==> src/rtl/codec_serdes.sv <==
// Serial audio codec interface: generates BCLK/LRCK, serialises the playback
// sample onto DACDAT and deserialises the left-channel ADCDAT word.
module codec_serdes #(
    parameter int BCLK_DIV = 8
) (
    input  logic        main_clk,
    input  logic        reset_n,
    output logic        aud_bclk,
    output logic        aud_lrck,
    output logic        aud_dacdat,
    input  logic        aud_adcdat,
    input  logic [15:0] audio_output,
    output logic        sample_req,
    output logic [15:0] audio_input,
    output logic        sample_end
);

    localparam int                DIV_W    = (BCLK_DIV > 1) ? $clog2(BCLK_DIV) : 1;
    localparam logic [DIV_W-1:0]  DIV_LAST = DIV_W'(BCLK_DIV - 1);

    logic [DIV_W-1:0] div_cnt;
    logic [5:0]       bit_cnt;
    logic [5:0]       bit_cnt_nxt;
    logic [15:0]      tx_hold;
    logic [31:0]      tx_shift;
    logic [15:0]      rx_shift;
    logic             rx_done;
    logic             div_wrap;
    logic             rise_evt;
    logic             fall_evt;

    // Bit-clock edges are decided one cycle ahead so every consumer sees the
    // event in the same cycle the bit clock actually toggles.
    always_comb begin
        div_wrap    = (div_cnt == DIV_LAST);
        rise_evt    = div_wrap && !aud_bclk;
        fall_evt    = div_wrap && aud_bclk;
        bit_cnt_nxt = bit_cnt + 6'd1;
    end

    // NOTE: sequential state uses non-blocking assignments only, so every
    // register samples the pre-edge values regardless of statement order.
    always_ff @(posedge main_clk) begin
        if (!reset_n) begin
            div_cnt  <= '0;
            aud_bclk <= 1'b0;
        end else begin
            div_cnt <= div_wrap ? '0 : div_cnt + 1'b1;
            if (div_wrap) begin
                aud_bclk <= ~aud_bclk;
            end
        end
    end

    // Frame sequencing and DAC shifter: everything moves on the falling BCLK.
    always_ff @(posedge main_clk) begin
        if (!reset_n) begin
            bit_cnt    <= '0;
            aud_lrck   <= 1'b0;
            sample_req <= 1'b0;
            tx_hold    <= '0;
            tx_shift   <= '0;
        end else begin
            sample_req <= fall_evt && (bit_cnt_nxt == 6'd63);
            if (fall_evt) begin
                bit_cnt  <= bit_cnt_nxt;
                aud_lrck <= bit_cnt_nxt[5];
                if (bit_cnt_nxt == 6'd0) begin
                    tx_hold  <= audio_output;
                    tx_shift <= {audio_output, 16'h0000};
                end else if (bit_cnt_nxt == 6'd32) begin
                    // Right slot repeats the sample held at frame start.
                    tx_shift <= {tx_hold, 16'h0000};
                end else begin
                    tx_shift <= {tx_shift[30:0], 1'b0};
                end
            end
        end
    end

    assign aud_dacdat = tx_shift[31];

    // ADC capture on rising BCLK, first 16 bits of the left slot only.
    always_ff @(posedge main_clk) begin
        if (!reset_n) begin
            rx_shift    <= '0;
            rx_done     <= 1'b0;
            audio_input <= '0;
            sample_end  <= 1'b0;
        end else begin
            rx_done    <= rise_evt && (bit_cnt == 6'd15);
            sample_end <= rx_done;
            if (rise_evt && (bit_cnt[5:4] == 2'b00)) begin
                rx_shift <= {rx_shift[14:0], aud_adcdat};
            end
            if (rx_done) begin
                audio_input <= rx_shift;
            end
        end
    end

endmodule

==> config.mk <==
export PLATFORM = sky130hd
export DESIGN_NAME = codec_serdes
export DESIGN_NICKNAME = d
export VERILOG_FILES = /design/src/rtl/codec_serdes.sv
export SDC_FILE = /design/constraint.sdc
export NUM_CORES = 1
export LEC_CHECK = 0
export CORE_ASPECT_RATIO = 0.75
export CORE_MARGIN = 5
export CORE_UTILIZATION = 56
export DETAILED_ROUTE_END_ITERATION = 6
export PLACE_DENSITY = 0.82
export REMOVE_ABC_BUFFERS = 1
export SYNTH_ARGS = -nofsm -noshare
export SYNTH_HDL_FRONTEND = slang
export SYNTH_SLANG_ARGS = --single-unit
==> constraint.sdc <==
create_clock -name main_clk -period 3.66 [get_ports main_clk]
set_clock_uncertainty 0.05 [all_clocks]
set_input_delay 0.366 -clock main_clk [delete_from_list [all_inputs] [get_ports main_clk]]
set_output_delay 0.366 -clock main_clk [all_outputs]
set_load 0.02 [all_outputs]
==> After elaboration in Yosys (flattened, before gate mapping) <==
Cells that the tools add are included.
Widths: inputs -> output; s select.
{ "word_totals": {"reg_bits": 94} }
{ "classes": {"reduce_logical": 10, "muxes": 2, "bitwise_logic": 2, "addsub": 2, "n_eq_ne": 4} }
{ "op_table": {"columns": ["operator", "count"], "rows": [
  ["$mux 32", 2],
  ["$eq 6x6->1 const B", 2],
  ["$add 6x1->6 const B", 1],
  ["$eq 6x4->1 const B", 1],
  ["$logic_not 6->1", 1],
  ["$logic_and 1x1->1", 5],
  ["$add 3x1->3 const B", 1],
  ["$eq 3x3->1 const B", 1],
  ["$logic_not 2->1", 1],
  ["$not 1->1", 2],
  ["$reduce_and 2->1", 1],
  ["$reduce_or 2->1", 1],
  ["$logic_not 1->1", 1]
]} }

==> Longest topological paths before layout <==
{ "depth": {"depth_word": 4, "depth_mapped": 8} }

==> Least setup slack after synthesis <==
Ideal clock, no wire load.
{ "synth_path": {"path_kind": "register to register", "startpoint": "register div_cnt[0]", "endpoint": "register rx_shift[10]", "n_path_buf": 3, "arrival_ns": 1.803, "setup_time_ns": 0.122, "required_time_ns": 3.488, "synth_period_minus_slack_ns": 1.975, "stages_incl_launch_ff": 9, "setup_slack_ns": 1.685, "path_cell_list": "dfxtp_1 ha_1 ha_1 buf_2 or4b_2 clkbuf_1 clkbuf_1 nand2_1 a21boi_0"} }
{ "synth_between": {"elab_chain_len": 3} }
{ "synth_rtl": {"columns": ["element", "line_no", "text"], "rows": [
  ["from (decl)", "21", "logic [DIV_W-1:0] div_cnt;"],
  ["from (signal assigned)", "48", "div_cnt <= div_wrap ? '0 : div_cnt + 1'b1;"],
  ["$eq 3x3->1", "35", "div_wrap = (div_cnt == DIV_LAST);"],
  ["$logic_and 1x1->1", "36", "rise_evt = div_wrap && !aud_bclk;"],
  ["$logic_and 1x1->1", "93", "if (rise_evt && (bit_cnt[5:4] == 2'b00)) begin"],
  ["to (signal assigned)", "94", "rx_shift <= {rx_shift[14:0], aud_adcdat};"],
  ["to (decl)", "26", "logic [15:0] rx_shift;"]
]} }
No other way between the ends.
A chain may end at the register's enable or synchronous reset.

==> Worst setup path in the final report <==
{ "layout_path": {"startpoint": "register bit_cnt[3]", "endpoint": "register tx_hold[2]"} }
{ "layout_between": {"elab_chain_len": 3} }
{ "layout_rtl": {"columns": ["element", "line_no", "text"], "rows": [
  ["from (decl)", "22", "logic [5:0] bit_cnt;"],
  ["from (signal assigned)", "66", "bit_cnt <= bit_cnt_nxt;"],
  ["$add 6x1->6", "38", "bit_cnt_nxt = bit_cnt + 6'd1;"],
  ["$logic_not 6->1", "68", "if (bit_cnt_nxt == 6'd0) begin"],
  ["$reduce_and 2->1 (no source line)", null, null],
  ["to (signal assigned)", "69", "tx_hold <= audio_output;"],
  ["to (decl)", "24", "logic [15:0] tx_hold;"]
]} }
No other way between the ends.

==> flow_summary.json <==
{
  "track_usage_pct": 19.9,
  "seq_area_frac_synth_pct": 40.9,
  "crit_type": "reg2reg",
  "cts_setup_buffers": 0,
  "start_util_pct": 58.7,
  "ir_drop_v": 0.000237,
  "status": "completed",
  "antenna_found_initial": 0,
  "portBuffers": 39,
  "core_area_um2": 6410,
  "synthXorXnorAreaFrac_pct": 1.40,
  "ctsHoldBuffers": 0,
  "layout_commonest_cell": "nand2_1",
  "start_kind": "flop",
  "period_minus_slack_ns": 2.51,
  "die_y_um": 81.0,
  "htree_levels": 3,
  "crit_required_ns": 3.87,
  "leakage_uw": 0.00155,
  "pwr-share-comb_pct": 4.0,
  "fmax_ghz": 0.399,
  "gp_congestion": 0.808,
  "drtAntennaViolNets": 0,
  "p_switching_uw": 361,
  "synth_area_um2": 3770,
  "grt_pass1_wl_mm": 13.8,
  "hold_ws_ns": 0.398,
  "cts-root-buf": "clkbuf_8",
  "crit_path_end_kind": "flop",
  "avgRoutedWirePerCell_um": 15.6,
  "grt_overflow": 0,
  "path_clk_slew_ns": 0.08,
  "min_path_type": "reg2reg",
  "clk_path_buf_depth": 2,
  "cts_resized": 0,
  "synthMuxAreaShare_pct": 12.4,
  "insertion_delay_ns": 0.35,
  "power.density_nw_per_um2": 388,
  "ios": 40,
  "clkPwrFrac_pct": 46.2,
  "yosys_warnings": 0,
  "syn_area_per_cell_um2": 8.78,
  "finalWirelength_mm": 8.28,
  "synth_compound_area_share_pct": 15.5,
  "fillers": 505,
  "rsz0062_at_grt": "false",
  "via_count": 3058,
  "yosysUniqueCellTypes": 43,
  "p_int_uw": 1330,
  "cp_max_fo": 36,
  "clock-sinks": 77,
  "grt_pass1_vias": 2931,
  "cts_tree": "done",
  "p_sw_share_pct": 21.3,
  "area_growth_pct": 15.7,
  "die_area_um2": 8480,
  "max_slew.worst_pin.slew_ns": 1.00,
  "cts_buffers": 9,
  "max_cap_violations": 0,
  "grt_max_degree": 58,
  "final_nets": 468,
  "async_reset_ff_share_pct": 0,
  "dpl_cell_area_um2": 4110,
  "ys.flop_type": "dfxtp_1",
  "report.final.slew_viol_count": 0,
  "hold_viol": 0,
  "synth_edf_count": 0,
  "layout_common_cells": "nand2_1, dfxtp_1, clkdlybuf4s50_1",
  "fin_crit_sh_pct": 68.5,
  "synth_fa_ha_area_share_pct": 1.33,
  "hpwl_mm": 5.30,
  "vias_per_cell": 5.76,
  "design_area_um2": 4360,
  "p_seq_share_pct": 49.7,
  "drtPass1Iterations": 6,
  "arrival_ns": 2.72,
  "rows": 25,
  "finalSetupViolations": 0,
  "first_iter_violations": 239,
  "synth_simple_gate_area_share_pct": 23.2,
  "die_width_um": 105,
  "synthesis.instances": 429,
  "diodes": 0,
  "synth_top_family_by_area": "simple AND/OR/NAND/NOR gates",
  "layout-drive-gt1-share_pct": 9.11,
  "slew_headroom_pct": 32.9,
  "synth_seq_cells": 77,
  "drc": 0,
  "setup_tns_ns": 0
}
==> sequential cells by signal (all words and copies together) (netlist names) <==
| name | flops |
|---|---|
| tx_shift | 16 |
| aud_lrck | 1 |
| div_cnt | 3 |
| rx_shift | 16 |
| sample_req | 1 |
| rx_done | 1 |
| audio_input | 16 |
| sample_end | 1 |
| tx_hold | 16 |
| bit_cnt | 5 |
| aud_bclk | 1 |
==> critical path: stages, from the launching register on <==
cell and delay (ns):
dfxtp_1 0.50, and4_4 0.51, a21boi_0 0.21, nor3_4 0.84, mux2i_1 0.30
==> cell usage after synthesis, types with 2 or more instances <==
master,n,share of area [%]
ha_1,4,1.3
a31oi_1,26,4.3
dfxtp_1,77,41
a22oi_1,2,0.40
clkbuf_1,32,3.2
buf_6,3,0.90
mux2i_1,32,8.5
and4_1,14,3.3
buf_2,4,0.53
nand2_1,80,8.0
nand2b_1,17,2.8
nand3b_1,2,0.40
and3b_1,3,0.70
xnor2_1,4,0.93
and3_1,3,0.50
nand4_1,5,0.83
a21oi_1,28,3.7
mux2_2,13,3.9
a21boi_0,18,3.6
and2_1,7,1.2
nor2b_1,16,2.7
nand3_1,4,0.53
o21ai_0,14,1.9
xor2_1,2,0.47
==> power groups by stage <==
stage	Combinational, µW	Sequential [µW]	Clock, µW
final	68.3	841	782
after floorplan	24.9	861	0
after global placement	64.6	861	0
after CTS	68.0	841	790
after detailed placement	67.4	861	0
after global routing	74.4	842	836
==> cells by family after synthesis <==
logic type / after synthesis
muxes: 45
AOI/OAI and AO/OA: 95
and+or+nand+nor: 160
adders and majority gates: 4
DFF: 77
buffers and inverters: 42
xor gates and xnor gates: 6
==> final cells by class <==
class / instances / area, µm² / share of cell area [%]
Clock buffer: 9 / 124 / 2.84
Clock inverter: 7 / 123 / 2.81
Inverter: 1 / 3.75 / 0.0861
Multi-Input combinational cell: 310 / 2030 / 46.5
Sequential cell: 77 / 1540 / 35.4
Tap cell: 81 / 101 / 2.32
Timing Repair Buffer: 46 / 438 / 10.0
==> metal layers <==
metal	wire (µm)	global-route usage (%)	vias up
met1	3880	25.5	1433
met4	63	5.11	0
met3	444	6.12	6
met2	3890	33.0	82
li1	-	-	1537
met5	0	0	-
==> worst paths after layout <==
path | start | to | slack [ns] | cells past startpoint
worst max register to register | bit_cnt[3] | tx_hold[2] | 1.15 | 4
worst min register to register | div_cnt[0] | div_cnt[0] | 0.40 | 1
worst max-delay path | bit_cnt[3] | tx_hold[2] | 1.15 | 4
worst min-delay path | div_cnt[0] | div_cnt[0] | 0.40 | 1
==> metrics by stage <==
stage | power, µW | cells | setup slack, ns | utilization, %
after floorplan | 886 | 388 | 1.13 | -
after global placement | 925 | 515 | 1.32 | 64.1
after detailed placement | 928 | 515 | 1.20 | 64.1
after CTS | 1700 | 531 | 1.14 | 68.0
after global routing | 1750 | 531 | 0.996 | 68.0
final | 1690 | 531 | 1.15 | 68.0
Power figures use the tool's default switching activity.
